--- config.mk ---
export PLATFORM = sky130hd
export DESIGN_NAME = cpu_mc
export DESIGN_NICKNAME = d
export VERILOG_FILES = /design/src/rtl/cpu_mc.sv
export SDC_FILE = /design/constraint.sdc
export NUM_CORES = 1
export LEC_CHECK = 0
export ABC_CLOCK_PERIOD_IN_PS = 6400
export BUFFER_PORTS_ARGS = -buffer_cell sky130_fd_sc_hd__buf_2
export CAP_MARGIN = 0
export CORE_MARGIN = 2
export CORE_UTILIZATION = 50
export DETAILED_ROUTE_END_ITERATION = 12
export GPL_TIMING_DRIVEN = 0
export PLACE_DENSITY = 0.8
export SETUP_SLACK_MARGIN = 0.02
export SLEW_MARGIN = 25
export SYNTH_ARGS = -nofsm -noshare
export SYNTH_HDL_FRONTEND = slang
export SYNTH_SLANG_ARGS = --single-unit
--- constraint.sdc ---
create_clock -name CLK -period 6.4 [get_ports CLK]
set_input_delay 0.32 -clock CLK [delete_from_list [all_inputs] [get_ports CLK]]
set_output_delay 0.32 -clock CLK [all_outputs]
set_load 0.02 [all_outputs]
--- src/rtl/cpu_mc.sv ---
// cpu_mc: parametrised multi-cycle core. Each instruction runs through the states
// FETCH -> EXEC (-> MEM for loads/stores). Instruction and data memory busywait
// handshakes stall the current state.
// Optional feature: define PERF_CNT_EN to add the CYCLE_CNT/INSTR_CNT counter ports.
module cpu_mc #(
  parameter int          DATA_W   = 8,
  parameter int          REG_N    = 8,
  parameter logic [31:0] RESET_PC = 32'd0
) (
  input  logic              CLK,
  input  logic              RESET,
  output logic [31:0]       PC,
  input  logic [31:0]       INSTRUCTION,
  input  logic              iBUSYWAIT,
  output logic              MEM_READ,
  output logic              MEM_WRITE,
  output logic [DATA_W-1:0] ADDRESS,
  output logic [DATA_W-1:0] WRITEDATA,
  input  logic [DATA_W-1:0] READDATA,
  input  logic              dBUSYWAIT
`ifdef PERF_CNT_EN
  ,
  output logic [31:0]       CYCLE_CNT,
  output logic [31:0]       INSTR_CNT
`endif
);
  localparam int RA_W = (REG_N > 1) ? $clog2(REG_N) : 1;

  localparam logic [7:0] OP_LOADI = 8'd0;
  localparam logic [7:0] OP_MOV   = 8'd1;
  localparam logic [7:0] OP_ADD   = 8'd2;
  localparam logic [7:0] OP_SUB   = 8'd3;
  localparam logic [7:0] OP_AND   = 8'd4;
  localparam logic [7:0] OP_OR    = 8'd5;
  localparam logic [7:0] OP_J     = 8'd6;
  localparam logic [7:0] OP_BEQ   = 8'd7;
  localparam logic [7:0] OP_LWD   = 8'd8;
  localparam logic [7:0] OP_LWI   = 8'd9;
  localparam logic [7:0] OP_SWD   = 8'd10;
  localparam logic [7:0] OP_SWI   = 8'd11;
  localparam logic [7:0] OP_BNE   = 8'd12;
  localparam logic [7:0] OP_SLL   = 8'd13;
  localparam logic [7:0] OP_SRL   = 8'd14;
  localparam logic [7:0] OP_SRA   = 8'd15;
  localparam logic [7:0] OP_ROR   = 8'd16;

  typedef enum logic [1:0] {ST_FETCH, ST_EXEC, ST_MEM} state_t;

  state_t            state_q, state_d;
  logic [31:0]       pc_q, pc_d;
  logic [31:0]       ir_q, ir_d;
  logic              mem_read_q, mem_read_d;
  logic              mem_write_q, mem_write_d;
  logic [DATA_W-1:0] addr_q, addr_d;
  logic [DATA_W-1:0] wdata_q, wdata_d;
  logic [DATA_W-1:0] rf_q [REG_N];
  logic [DATA_W-1:0] rf_d [REG_N];

  logic [7:0]          opcode;
  logic [RA_W-1:0]     rd, rs1, rs2;
  logic [DATA_W-1:0]   imm_ext, op_a, op_b, alu_res, rf_wdata;
  logic [31:0]         pc_plus4, br_target, shamt;
  logic [5:0]          rot_amt;
  logic [2*DATA_W-1:0] rot_wide;
  logic                rf_we;
  logic                unused_ir;

  assign opcode    = ir_q[31:24];
  assign rd        = ir_q[16 +: RA_W];
  assign rs1       = ir_q[8 +: RA_W];
  assign rs2       = ir_q[0 +: RA_W];
  assign imm_ext   = DATA_W'($signed(ir_q[7:0]));
  assign op_a      = rf_q[rs1];
  assign op_b      = rf_q[rs2];
  assign pc_plus4  = pc_q + 32'd4;
  assign br_target = pc_plus4 + {{22{ir_q[7]}}, ir_q[7:0], 2'b00};
  assign shamt     = {27'd0, ir_q[4:0]};
  assign rot_amt   = 6'(shamt % 32'(DATA_W));
  assign unused_ir = ^ir_q;

  assign PC        = pc_q;
  assign MEM_READ  = mem_read_q;
  assign MEM_WRITE = mem_write_q;
  assign ADDRESS   = addr_q;
  assign WRITEDATA = wdata_q;

  // ALU and shifter result for the instruction held in IR
  always_comb begin
    alu_res  = '0;
    rot_wide = {op_a, op_a} >> rot_amt;
    case (opcode)
      OP_LOADI: alu_res = imm_ext;
      OP_MOV:   alu_res = op_b;
      OP_ADD:   alu_res = op_a + op_b;
      OP_SUB:   alu_res = op_a - op_b;
      OP_AND:   alu_res = op_a & op_b;
      OP_OR:    alu_res = op_a | op_b;
      OP_SLL:   alu_res = (shamt >= 32'(DATA_W)) ? '0 : (op_a << shamt);
      OP_SRL:   alu_res = (shamt >= 32'(DATA_W)) ? '0 : (op_a >> shamt);
      OP_SRA:   alu_res = (shamt >= 32'(DATA_W)) ? {DATA_W{op_a[DATA_W-1]}}
                                                 : DATA_W'($signed(op_a) >>> shamt);
      OP_ROR:   alu_res = rot_wide[DATA_W-1:0];
      default:  alu_res = '0;
    endcase
  end

  // Next-state, PC, memory request and register-write decisions for the FSM
  always_comb begin
    state_d     = state_q;
    pc_d        = pc_q;
    ir_d        = ir_q;
    mem_read_d  = mem_read_q;
    mem_write_d = mem_write_q;
    addr_d      = addr_q;
    wdata_d     = wdata_q;
    rf_we       = 1'b0;
    rf_wdata    = alu_res;
    case (state_q)
      ST_FETCH: begin
        if (!iBUSYWAIT) begin
          ir_d    = INSTRUCTION;
          state_d = ST_EXEC;
        end
      end
      ST_EXEC: begin
        state_d = ST_FETCH;
        pc_d    = pc_plus4;
        case (opcode)
          OP_LOADI, OP_MOV, OP_ADD, OP_SUB, OP_AND, OP_OR,
          OP_SLL, OP_SRL, OP_SRA, OP_ROR: rf_we = 1'b1;
          OP_J:   pc_d = br_target;
          OP_BEQ: if (op_a == op_b) pc_d = br_target;
          OP_BNE: if (op_a != op_b) pc_d = br_target;
          OP_LWD, OP_LWI, OP_SWD, OP_SWI: begin
            state_d     = ST_MEM;
            pc_d        = pc_q;
            addr_d      = (opcode == OP_LWD || opcode == OP_SWD) ? op_b : imm_ext;
            mem_read_d  = (opcode == OP_LWD || opcode == OP_LWI);
            mem_write_d = (opcode == OP_SWD || opcode == OP_SWI);
            if (opcode == OP_SWD || opcode == OP_SWI) wdata_d = op_a;
          end
          default: ;
        endcase
      end
      ST_MEM: begin
        if (!dBUSYWAIT) begin
          rf_we       = mem_read_q;
          rf_wdata    = READDATA;
          mem_read_d  = 1'b0;
          mem_write_d = 1'b0;
          pc_d        = pc_plus4;
          state_d     = ST_FETCH;
        end
      end
      default: state_d = ST_FETCH;
    endcase
  end

  // Register-file write port
  always_comb begin
    rf_d = rf_q;
    if (rf_we) rf_d[rd] = rf_wdata;
  end

  // All architectural state; reset aborts any access in flight
  always_ff @(posedge CLK or posedge RESET) begin
    if (RESET) begin
      state_q     <= ST_FETCH;
      pc_q        <= RESET_PC;
      ir_q        <= '0;
      mem_read_q  <= 1'b0;
      mem_write_q <= 1'b0;
      addr_q      <= '0;
      wdata_q     <= '0;
      for (int i = 0; i < REG_N; i++) rf_q[i] <= '0;
    end else begin
      state_q     <= state_d;
      pc_q        <= pc_d;
      ir_q        <= ir_d;
      mem_read_q  <= mem_read_d;
      mem_write_q <= mem_write_d;
      addr_q      <= addr_d;
      wdata_q     <= wdata_d;
      rf_q        <= rf_d;
    end
  end

`ifdef PERF_CNT_EN
  logic [31:0] cycle_cnt_q, cycle_cnt_d, instr_cnt_q, instr_cnt_d;

  // An instruction completes whenever EXEC or MEM hands back to FETCH
  always_comb begin
    cycle_cnt_d = cycle_cnt_q + 32'd1;
    instr_cnt_d = instr_cnt_q;
    if (state_q != ST_FETCH && state_d == ST_FETCH) instr_cnt_d = instr_cnt_q + 32'd1;
  end

  // Free-running cycle and retired-instruction counters
  always_ff @(posedge CLK or posedge RESET) begin
    if (RESET) begin
      cycle_cnt_q <= '0;
      instr_cnt_q <= '0;
    end else begin
      cycle_cnt_q <= cycle_cnt_d;
      instr_cnt_q <= instr_cnt_d;
    end
  end

  assign CYCLE_CNT = cycle_cnt_q;
  assign INSTR_CNT = instr_cnt_q;
`endif

endmodule
== After elaboration in Yosys (flattened, before gate mapping) ==
Index checks and enable logic that the tools add are counted.

* Memory bits (writable): 0
* Bits in read-only memories: 0
* Memories kept: 0
* Logic and storage cells: 106
* Input bits: 44
* Output and inout bits: 50
* Flip-flop bits (word level): 148
* Bits in latches: 0

* Muxes and demuxes: 33
* Magnitude comparators: 5
* Shift operators: 4
* Reduce and logical (&&, ||, !) cells: 15
* $mul: 0
* Bitwise logic cells: 6
* Add/subtract/negate cells: 4
* Divide/modulo/power cells: 0
* Eq/ne operators: 24

{| class="wikitable"
|+ Operators by type and width
! cell !! count
|-
| 32-bit one-hot mux with 4 select lines || 1
|-
| 32-bit two-way mux || 3
|-
| 8-bit two-way mux || 11
|-
| 8-bit one-hot mux with 10 select lines || 1
|-
| 64-bit bitwise mux || 1
|-
| 8-bit by 4-bit equality test with 1-bit output, second input constant || 8
|-
| 32-bit one-hot mux with 2 select lines || 1
|-
| 8-bit binary-select mux with 3-bit select || 2
|-
| 32-bit by 3-bit adder with 32-bit output, second input constant || 1
|-
| 32-bit adder || 1
|-
| 8-bit by 3-bit equality test with 1-bit output, second input constant || 4
|-
| 8-bit demux with 3-bit select || 1
|-
| 8-bit by 2-bit equality test with 1-bit output, second input constant || 2
|-
| 16-bit by 3-bit >> shifter with 8-bit output || 1
|-
| 4-bit greater-or-equal comparator, second input constant || 3
|-
| 3-bit NOT with 4-bit output || 3
|-
| 10-bit OR reduction || 1
|-
| 3-bit AND reduction || 3
|-
| 8-bit adder || 1
|-
| 8-bit bitwise AND || 1
|-
| 8-bit by 1-bit equality test with 1-bit output, second input constant || 1
|-
| 8-bit by 5-bit equality test with 1-bit output, second input constant || 1
|-
| 8-bit equality test || 1
|-
| 8-bit zero test || 1
|-
| 22 further kinds || 37
|}

== Longest topological paths before layout ==
Gate-level depths: netlist of the first run.

* Word-level depth: 10
* Gate-level depth with buffers: 17
* Depth with buffers taken out: 16

== Least setup slack after synthesis of the first run ==
OpenSTA, ideal clock, no wires.

* Path kind: register to register
* Start point: reg ir_q[0]
* End point: reg rf_q[46] (netlist bit)
* Cell stages (with the launch flop): 16
* Arrival time: 3710 ps
* Path slack: 2565 ps
* Data required time: 6275 ps
* Library setup time: 125 ps
* Clock period less this slack: 3835 ps
* Path buffers: 2
* Path through: dfrtp_1 clkbuf_1 buf_2 mux4_2 mux2i_1 inv_1 ha_1 fa_1 a21oi_1 o21bai_1 a21oi_1 o21bai_1 a221oi_1 a21oi_1 o32a_4 mux2_2

* Longest elaborated chain between the ends: 9
* Elaborated cells on any way between the ends: 20
* Classes of those cells: 2 x add/sub; 1 x order compare; 4 x shift; 10 x mux; 3 x bitwise

{| class="wikitable"
|+ Ends and longest elaborated chain
! item !! line !! source
|-
| start: declaration || 51 || <nowiki>logic [31:0] ir_q, ir_d;</nowiki>
|-
| start signal: assignment || 179 || <nowiki>ir_q <= ir_d;</nowiki>
|-
| 3-bit NOT with 4-bit output (implied by the code) || 74 || <nowiki>assign op_b = rf_q[rs2];</nowiki>
|-
| 8-bit binary-select mux with 3-bit select || 74 ||
|-
| 8-bit two-way mux (implied by the code) (2 in series) || 74 ||
|-
| 8-bit subtractor, or another cell as far along || 95 || <nowiki>OP_SUB: alu_res = op_a - op_b;</nowiki>
|-
| 8-bit one-hot mux with 10 select lines (*) || 91 || <nowiki>case (opcode)</nowiki>
|-
| 8-bit two-way mux || 146 || <nowiki>if (!dBUSYWAIT) begin</nowiki>
|-
| 8-bit two-way mux (*) || 118 || <nowiki>case (state_q)</nowiki>
|-
| 64-bit bitwise mux (*) || 162 || <nowiki>if (rf_we) rf_d[rd] = rf_wdata;</nowiki>
|-
| end signal: assignment || 184 || <nowiki>rf_q <= rf_d;</nowiki>
|-
| end: declaration || 56 || <nowiki>logic [DATA_W-1:0] rf_q [REG_N];</nowiki>
|}

Mark *: on every way between the ends. The rest lies on a longest branch, timed or not. The select of a mux whose other input is x is not followed.
A chain may end at the register's enable or synchronous reset.

== Worst setup path after layout of the first run ==
* Start point: reg ir_q[1]
* End point: reg pc_q[20], in the netlist PC[20]

* Longest elaborated chain between the ends: 8
* Elaborated cells on any way between the ends: 11
* Classes of those cells: 1 x add/sub; 2 x eq/ne; 7 x mux; 1 x bitwise

{| class="wikitable"
|+ Ends and longest elaborated chain
! item !! line !! source
|-
| parallel branches: the longest is 6 deep, another holds 32-bit adder || - ||
|-
| 32-bit one-hot mux with 4 select lines (*) || 128 || <nowiki>case (opcode)</nowiki>
|-
| 32-bit one-hot mux with 2 select lines (*) || 118 ||
|-
| end signal: assignment || 178 || <nowiki>pc_q <= pc_d;</nowiki>
|-
| end: declaration || 50 || <nowiki>logic [31:0] pc_q, pc_d;</nowiki>
|}

Mark *: on every way between the ends. The select of a mux whose other input is x is not followed.

==> results.md, run 1 <==
Status:
- The run finished with clean final reports.

Clocking:
- The post-CTS setup buffer count is 0.
- TritonCTS built the clock tree.
- Clock-pin slew was measured on the worst setup and hold paths at 0.08 ns.
- Once the clock tree was built, the resizer swapped 0 gates to a different size.
- The root buffer selected by CTS is clkbuf_16.
- The sink count of the clock tree is 136.
- At the later pin of the worst-skew pair, clock insertion delay measures 0.44 ns.
- The total CTS buffers is 17.
- The largest buffer count on any clock path is 2.
- The number of levels in the clock H-tree is 4.

Placed design:
- The placer's final routability congestion estimate is 1.019.
- The count of input and output buffers is 81.
- The number of placed instances, taps included, is 1558.
- The HPWL after detailed placement is 25.45 mm.

GRT:
- The via count of the first global-routing pass is 10100.
- Across every metal layer, demand over resource in global routing totals 0.2963.
- The global-route congestion overflow total is 0.
- The number of antenna violations at the first check in global routing was 0.
- The wire length of the first global-routing pass is 55.02 mm.
- The pin count of the biggest net entering global routing is 101.

STA:
- The final count of negative-setup-slack endpoints is 0.
- The final-report max-slew violation count is 0.
- The maximum clock frequency is 188.1 MHz.
- The maximum clock skew at final layout is 0.01752 ns.
- The tightest slew margin relative to the limit is 0.3853.
- Setup repair after global routing left no endpoint under its margin.
- The share of the cycle needed by the critical path after routing is 0.8306.
- The number of endpoints with negative hold slack in the final report is 0.
- The time the worst path needs with I/O delays and setup is 5.316 ns.
- Summed over all failing endpoints, the final setup total negative slack is 0 ns.
- The pin slew with the least headroom to its limit is 0.9101 ns.

Critical path:
- In this run the worst path has a maximum fanout of 10.
- The critical path is of the reg -> reg type.
- The number of cell instances on the worst register-to-register path is 15.
- The required time of the worst setup path is 6.69 ns.
- The data arrival time of the worst path is 5.61 ns.
- The worst register-to-register path begins at ir_q[1]$_DFFE_PP0P_.
- In this run the critical register-to-register path is captured at PC[20]$_DFFE_PP0P_.
- In this run the worst setup path begins at ir_q[1]$_DFFE_PP0P_.
- The termination of the worst setup path is PC[20]$_DFFE_PP0P_.
- The worst setup path is launched from a flip-flop.
- The worst setup path is captured at a flip-flop.
- The register-to-register setup slack is 1.08 ns.

Final layout:
- The final net count is 1406.
- The area growth from synthesis to layout is 12.44%.
- The sequential cell area in the final layout is 3405 µm².
- After filler insertion, the fill cell instance count of the layout stands at 1882.
- The multi-input combinational cells in the finished layout cover a total of 7440 µm².
- The count of cells in the finished layout, fillers not included, comes to 1591.
- The fraction of final layout cells sized beyond drive strength 1 is 0.2121.
- The number of antenna diodes in the final layout is 0.

Drt:
- After the first detailed-routing iteration, the DRC count stood at 1009.
- The residual antenna-violating net count after detailed routing is 0.
- The total number of vias is 10420.
- The detail-routed net length per standard cell is 21.97 µm.
- The number of detailed-routing iterations run before antenna repair is 5.
- The final wirelength is 34.96 mm.
- The DRC violation count after routing is 0.
- The per-cell via count in the routed design is 6.547.

Synthesis:
- The number of warnings printed during yosys synthesis is 0.
- The number of cells produced by synthesis is 1195.
- The sequential element share of the synthesized area is 0.3021.
- In this run, synthesis inferred 0 flip-flops with an integrated enable.
- The number of distinct library cells after synthesis is 74.
- After synthesis the netlist holds a flip-flop and latch count of 136.
- Among all flip-flop cells after synthesis, the most frequent one is dfrtp_1.
- The average instance in the mapped netlist occupies 9.428 µm².
- In this run the cell area of the synthesized design comes to 11270 µm².
- The proportion of register bits with asynchronous set or reset after synthesis is 1.000.

Die:
- Row generation in the floorplan step produced 54 rows.
- The effective utilization at floorplan is 0.5131.
- The die is 154.1 µm wide.
- The die is 154.1 µm tall.
- The overall die area is 23750 µm².
- The number of top-level pins is 94.
- The core region area is 21960 µm².

Flow run:
- The max-cap check violation count is 0.

Pwr:
- The total internal power is 2835 µW.
- The share of total power dissipated in combinational logic is 0.589.
- Of the total power, the share spent switching nets is 0.4927.
- The clock share of power is 0.181.
- The total power density per cell area is 441.1 nW/µm².
- VDD sags by at most 0.2353 mV.
- In this run the power spent charging and discharging nets is 2753 µW.
- The share of total power dissipated in sequential elements is 0.230.
- Summed over all cells, the static leakage comes to 0.005612 µW.

Min path:
- The worst hold path class is in -> reg.
[synth_stat cells (7+ instances only)]
cell type / instances / area (µm²)
dfrtp_1: 136 / 3403
nor2_1: 115 / 431.7
nand2_1: 108 / 405.4
mux2_2: 89 / 1002
a21oi_1: 82 / 410.4
o21ai_0: 74 / 370.4
ha_1: 61 / 763.2
clkbuf_1: 50 / 187.7
nand3_1: 39 / 195.2
mux4_2: 36 / 810.8
xnor2_1: 34 / 297.8
inv_1: 29 / 108.9
xor2_1: 25 / 219.0
a21o_1: 23 / 172.7
mux2i_1: 21 / 210.2
nand4_1: 19 / 118.9
nor3_1: 18 / 90.09
and3_1: 16 / 100.1
a31oi_1: 13 / 81.33
mux4_1: 13 / 341.6
o211ai_1: 11 / 82.58
a22oi_1: 8 / 60.06
nor4_1: 8 / 50.05
o21bai_1: 8 / 60.06
or2_2: 8 / 50.05
and2_1: 7 / 43.79
buf_1: 7 / 26.28
nor2b_1: 7 / 43.79
[registers in the layout (all words and copies together) (netlist names)]
register and count:
state_q 2, MEM_READ 1, ir_q 22, rf_q 64, MEM_WRITE 1, WRITEDATA 8
PC 30, ADDRESS 8
[metal layers]
layer / vias to the layer above / part of all wire / track usage
li1: 4669 / - / -
met1: 5053 / 0.41 / 0.3942
met2: 587 / 0.45 / 0.4557
met3: 108 / 0.10 / 0.08202
met4: 0 / 0.036 / 0.1273
met5: - / 0 / 0
[how the worst min path moves through the flow]
stage | cells after the start | to | startpoint
6_report | 3 | ir_q[8]$_DFFE_PP0P_ | INSTRUCTION[8]
5_1_grt | 3 | ir_q[8]$_DFFE_PP0P_ | INSTRUCTION[8]
4_1_cts | 3 | ir_q[8]$_DFFE_PP0P_ | INSTRUCTION[8]
3_5_place_dp | 2 | PC[4]$_DFFE_PP0P_ | RESET
3_3_place_gp | 1 | PC[31]$_DFFE_PP0P_ | PC[31]$_DFFE_PP0P_
2_1_floorplan | 2 | ir_q[0]$_DFFE_PP0P_ | INSTRUCTION[0]
[cells in the final DEF (no fill, tap or decap), types with 21 or more instances in the layout]
| cell type | instances |
|---|---|
| xnor2_1 | 34 |
| a21oi_1 | 82 |
| mux2_2 | 89 |
| ha_1 | 61 |
| nor2_1 | 115 |
| a21o_1 | 23 |
| mux4_2 | 36 |
| dfrtp_1 | 135 |
| nand2_1 | 108 |
| buf_2 | 87 |
| xor2_1 | 25 |
| mux2i_1 | 21 |
| o21ai_0 | 74 |
| clkbuf_1 | 50 |
| nand3_1 | 39 |
| inv_1 | 28 |
[worst max-delay path, cell delays in order (launching register included)]
cell and delay [ns]:
dfrtp_1 0.35, clkbuf_1 0.54, buf_1 0.52, mux4_2 0.40, mux2i_1 0.50, ha_1 0.41, nor4_1 0.56, a21oi_1 0.13
a22oi_1 0.16, or2_2 0.15, a21o_1 0.16, clkbuf_1 0.46, clkbuf_1 0.48, nand3_1 0.13, o21ai_0 0.11, a22oi_1 0.09
[power groups by stage]
stage          combinational [µW]  clock, µW  sequential [µW]
6_report                     3290       1010             1290
5_1_grt                      3570       1050             1310
4_1_cts                      3220       1020             1280
3_5_place_dp                 3190          0             1290
3_3_place_gp                 3150          0             1280
2_1_floorplan                2320          0             1330
[layout make-up]
type / instances / share of cell area
timing repair buffer: 83 / 0.03496
sequential: 136 / 0.2687
clock buffer: 17 / 0.03358
multi-input combinational: 957 / 0.5873
tap: 280 / 0.02765
inverter: 34 / 0.01067
clock inverter: 15 / 0.01343
buffer: 69 / 0.02370
[stage by stage]
step | power [µW] | hold WS [ns] | instance area [µm²] | util | setup slack [ns]
finish | 5588 | 0.1006 | 12670 | 0.5769 | 1.084
CTS | 5516 | 0.09101 | 12670 | 0.5769 | 1.270
global route | 5931 | 0.1078 | 12670 | 0.5769 | 0.7509
detailed placement | 4481 | 0.3171 | 12060 | 0.5493 | 1.289
global placement | 4429 | 0.4535 | 12030 | 0.5477 | 0.7625
floorplan | 3652 | 0.4368 | 11270 | - | 2.441
[logic make-up after synthesis]
kind of cell,Yosys count,synth area share
adder cells (fa/ha/maj),64,0.07307
flip-flops,136,0.3021
XOR/XNOR,59,0.04586
other,1,0.0003328
buffers and inverters,103,0.03798
multiplexers,163,0.2172
AO/OA/AOI/OAI,292,0.1650
AND/OR/NAND/NOR,377,0.1585
[what timing repair did]
action,4_1_cts,5_1_grt
hold endpoints to repair,36,0
endpoints found under the setup margin,0,0
hold buffers,1,0
No activity file was read; power rests on OpenSTA's default activity.
==> inputs of run 2 (changes only) <==
ABC_CLOCK_PERIOD_IN_PS = 4260   (was 6400)
PLACE_DENSITY = 0.82   (was 0.8)
clock period = 4.26 ns   (was 6.4 ns; I/O delays follow)
==> results.md, run 2 (same netlist as run 1, synthesis figures left out) <==
Clocking:
- The register clock-pin slew on the reported worst setup and hold paths is 0.07 ns.
- The insertion delay of the later-clocked pin in the worst-skew pair is 0.44 ns.
- TritonCTS built the clock tree.
- The root buffer cell chosen for the clock tree is clkbuf_16.
- The number of levels in the clock H-tree is 4.
- The sink count of the clock tree is 136.
- The largest buffer count on any clock path is 2.
- In this run, CTS created clock tree buffers numbering 17.

STA:
- Across the routed clock network, the largest skew measured is 0.01759 ns.
- Headroom to the max-slew limit came out at 0.4588.
- For this run, the top clock speed supported by timing is 244.1 MHz.
- Setup violations remaining at the end of the flow were counted as 0.
- The share of the cycle needed by the critical path after routing is 0.9617.
- The time the worst path needs with I/O delays and setup is 4.097 ns.
- The final-report max-slew violation count is 0.
- For the pin with the worst max-slew slack, the measured transition is 0.8045 ns.
- Setup repair after global routing could not meet its margin everywhere.
- The minimum setup slack in the final design is 0.1631 ns.
- For the final routed database, the setup TNS stands at 0 ns.
- The number of endpoints with negative hold slack in the final report is 0.

Die:
- The number of placement rows is 54.
- The number of top-level pins is 94.
- The floorplan step set the die height to 154.1 µm.
- The die covers 23750 µm².
- The horizontal die dimension is 154.1 µm.
- After floorplanning, the core was sized to cover 21960 µm².
- For this configuration, the core starts out at a cell density of 0.5131.

Final layout:
- At the end of the flow, the number of nets in the layout was 1420.
- The library cell used most frequently in the layout, excluding fill and tap cells, is dfrtp_1.
- The number of flip-flops in the largest register is 64.
- The number of non-filler instances in the completed layout is 1605.
- In the layout the commonest cells are dfrtp_1, nor2_1, nand2_1, mux2_2, buf_2.
- For this run, the share of the core covered by cells in the final layout is 0.5953.
- rf_q holds more flip-flops than any other register.
- From synthesis to final layout, the design area changed by 16.01%.
- The number of inserted diodes is 0.
- The fraction of final layout cells sized beyond drive strength 1 is 0.2475.

Drt:
- In the routed design, unresolved DRC markers number 0.
- The routed design has 35.91 mm of wire.
- The total number of vias is 10580.
- The detail-routed net length per standard cell is 22.38 µm.
- The number of detailed-routing iterations run before antenna repair is 5.
- The per-cell via count in the routed design is 6.592.
- The number of DRC markers in iteration 0 is 1207.
- The residual antenna-violating net count after detailed routing is 0.

Placed design:
- The post-detailed-placement half-perimeter wirelength is 25.91 mm.
- At the end of routability-driven placement, the weighted congestion stood at 0.9626.
- Once placement completed, the tool counted placed cells totaling 1558.
- The count of input and output buffers is 81.
- The worst-case setup slack after placement is -0.9302 ns.

Min path:
- The path class of the tightest hold or removal check is in -> reg.

Pwr:
- The total power density per cell area is 667.5 nW/µm².
- The sum of internal, switching and leakage power is 8725 µW.
- The maximum ir drop on the vdd rail is 0.3029 mV.
- The static leakage is 0.005757 µW.

Critical path:
- STA classifies the critical path startpoint as a flip-flop.
- The register-to-register setup slack is 0.16 ns.
- Data on the critical path is required at its endpoint by 4.58 ns.
- The largest single stage delay on the critical path is 0.48 ns.
- The critical path is of the reg -> reg type.
- The largest individual stage delay along the critical path comes from the cell mux4_2.
- Walking the worst path, the cells encountered are buf_12, buf_4, mux4_2, mux2_2, inv_1, ha_1, inv_1, o21bai_1, a21o_1, a21oi_1, a221o_1, o21ai_1, a41oi_2, mux2_2.
- The category of the worst setup path capture point is a flip-flop.
- For the worst setup path, the data arrival time is 4.41 ns.
- In this run the worst path has a maximum fanout of 10.

Status:
- The flow ran to the end, and the final reports show no timing, DRC or antenna violations.

GRT:
- In the global route stage, overall resource usage came out at 0.3055.
- The number of antenna violations at the first check in global routing is 0.
- The first global-routing pass estimated 56.62 mm of wire.
- Entering global routing, the biggest net connects 91 pins.
- The via count of the first global-routing pass is 10000.
- The global-route congestion overflow total is 0.

Flow run:
- The max-cap check violation count is 0.
-- run 2: cell count changes in the layout (fill, tap and decap cells not counted), moves of 4 or more --
cell      change
clkbuf_1     -11
buf_2         -4
mux2i_1       -5
buf_4        +16
mux2i_4       +4
clkbuf_4      +7
-- run 2: repair_timing --
item	4_1_cts	5_1_grt
hold endpoints to repair	47	1
gates resized for setup	36	38
pin swaps	1	3
hold buffers	2	1
buffers inserted	1	14
endpoints found under the setup margin	86	62
-- run 2: through the flow --
stage	hold WS (ns)	area [µm²]
after floorplan	0.3298	11270
after global placement	0.4221	12030
after global routing	-0.000006051	13070
after CTS	0.003216	12860
after detailed placement	0.2431	12060
final	0.005155	13070
-- run 2: cell type report --
cell class,count,area (µm²)
fill,1785,8887
inverter,34,141.4
clock buffer,17,425.4
multi-input combinational,957,7616
clock inverter,15,197.7
sequential,136,3408
buffer,66,356.6
timing repair buffer,100,575.6
tap,280,350.3
-- run 2: layer usage --
| layer | global-route usage | vias up | wire, µm |
|---|---|---|---|
| met2 | 0.4610 | 628 | 16160 |
| met4 | 0.1291 | 0 | 1157 |
| met1 | 0.4280 | 5149 | 15180 |
| li1 | - | 4686 | - |
| met3 | 0.06370 | 117 | 3414 |
| met5 | 0 | - | 0 |
-- run 2: critical path: cells and delay by family, from the launching register on --
| family | cells | cell delay (ns) |
|---|---|---|
| buf+inv | 4 | 0.53 |
| fa+ha+maj | 1 | 0.27 |
| flops | 1 | 0.41 |
| mux | 3 | 1.20 |
| compound gates | 6 | 1.54 |
-- run 2: worst paths after layout --
kind / cells after the start / to / start
worst max-delay path: 14 / rf_q[61]$_DFFE_PP0P_ / ir_q[9]$_DFFE_PP0P_
worst min-delay path: 2 / ir_q[3]$_DFFE_PP0P_ / INSTRUCTION[3]
worst max register to register: 14 / rf_q[61]$_DFFE_PP0P_ / ir_q[9]$_DFFE_PP0P_
worst min register to register: 1 / PC[31]$_DFFE_PP0P_ / PC[31]$_DFFE_PP0P_
max in group asynchronous: 4 / rf_q[2]$_DFFE_PP0P_ / RESET
min in group asynchronous: 3 / ir_q[3]$_DFFE_PP0P_ / RESET
-- run 2: power by group --
part	internal [µW]	switching [µW]	total, µW
Clock	899	721	1620
Sequential	1550	399	1950
Combinational	2050	3110	5150
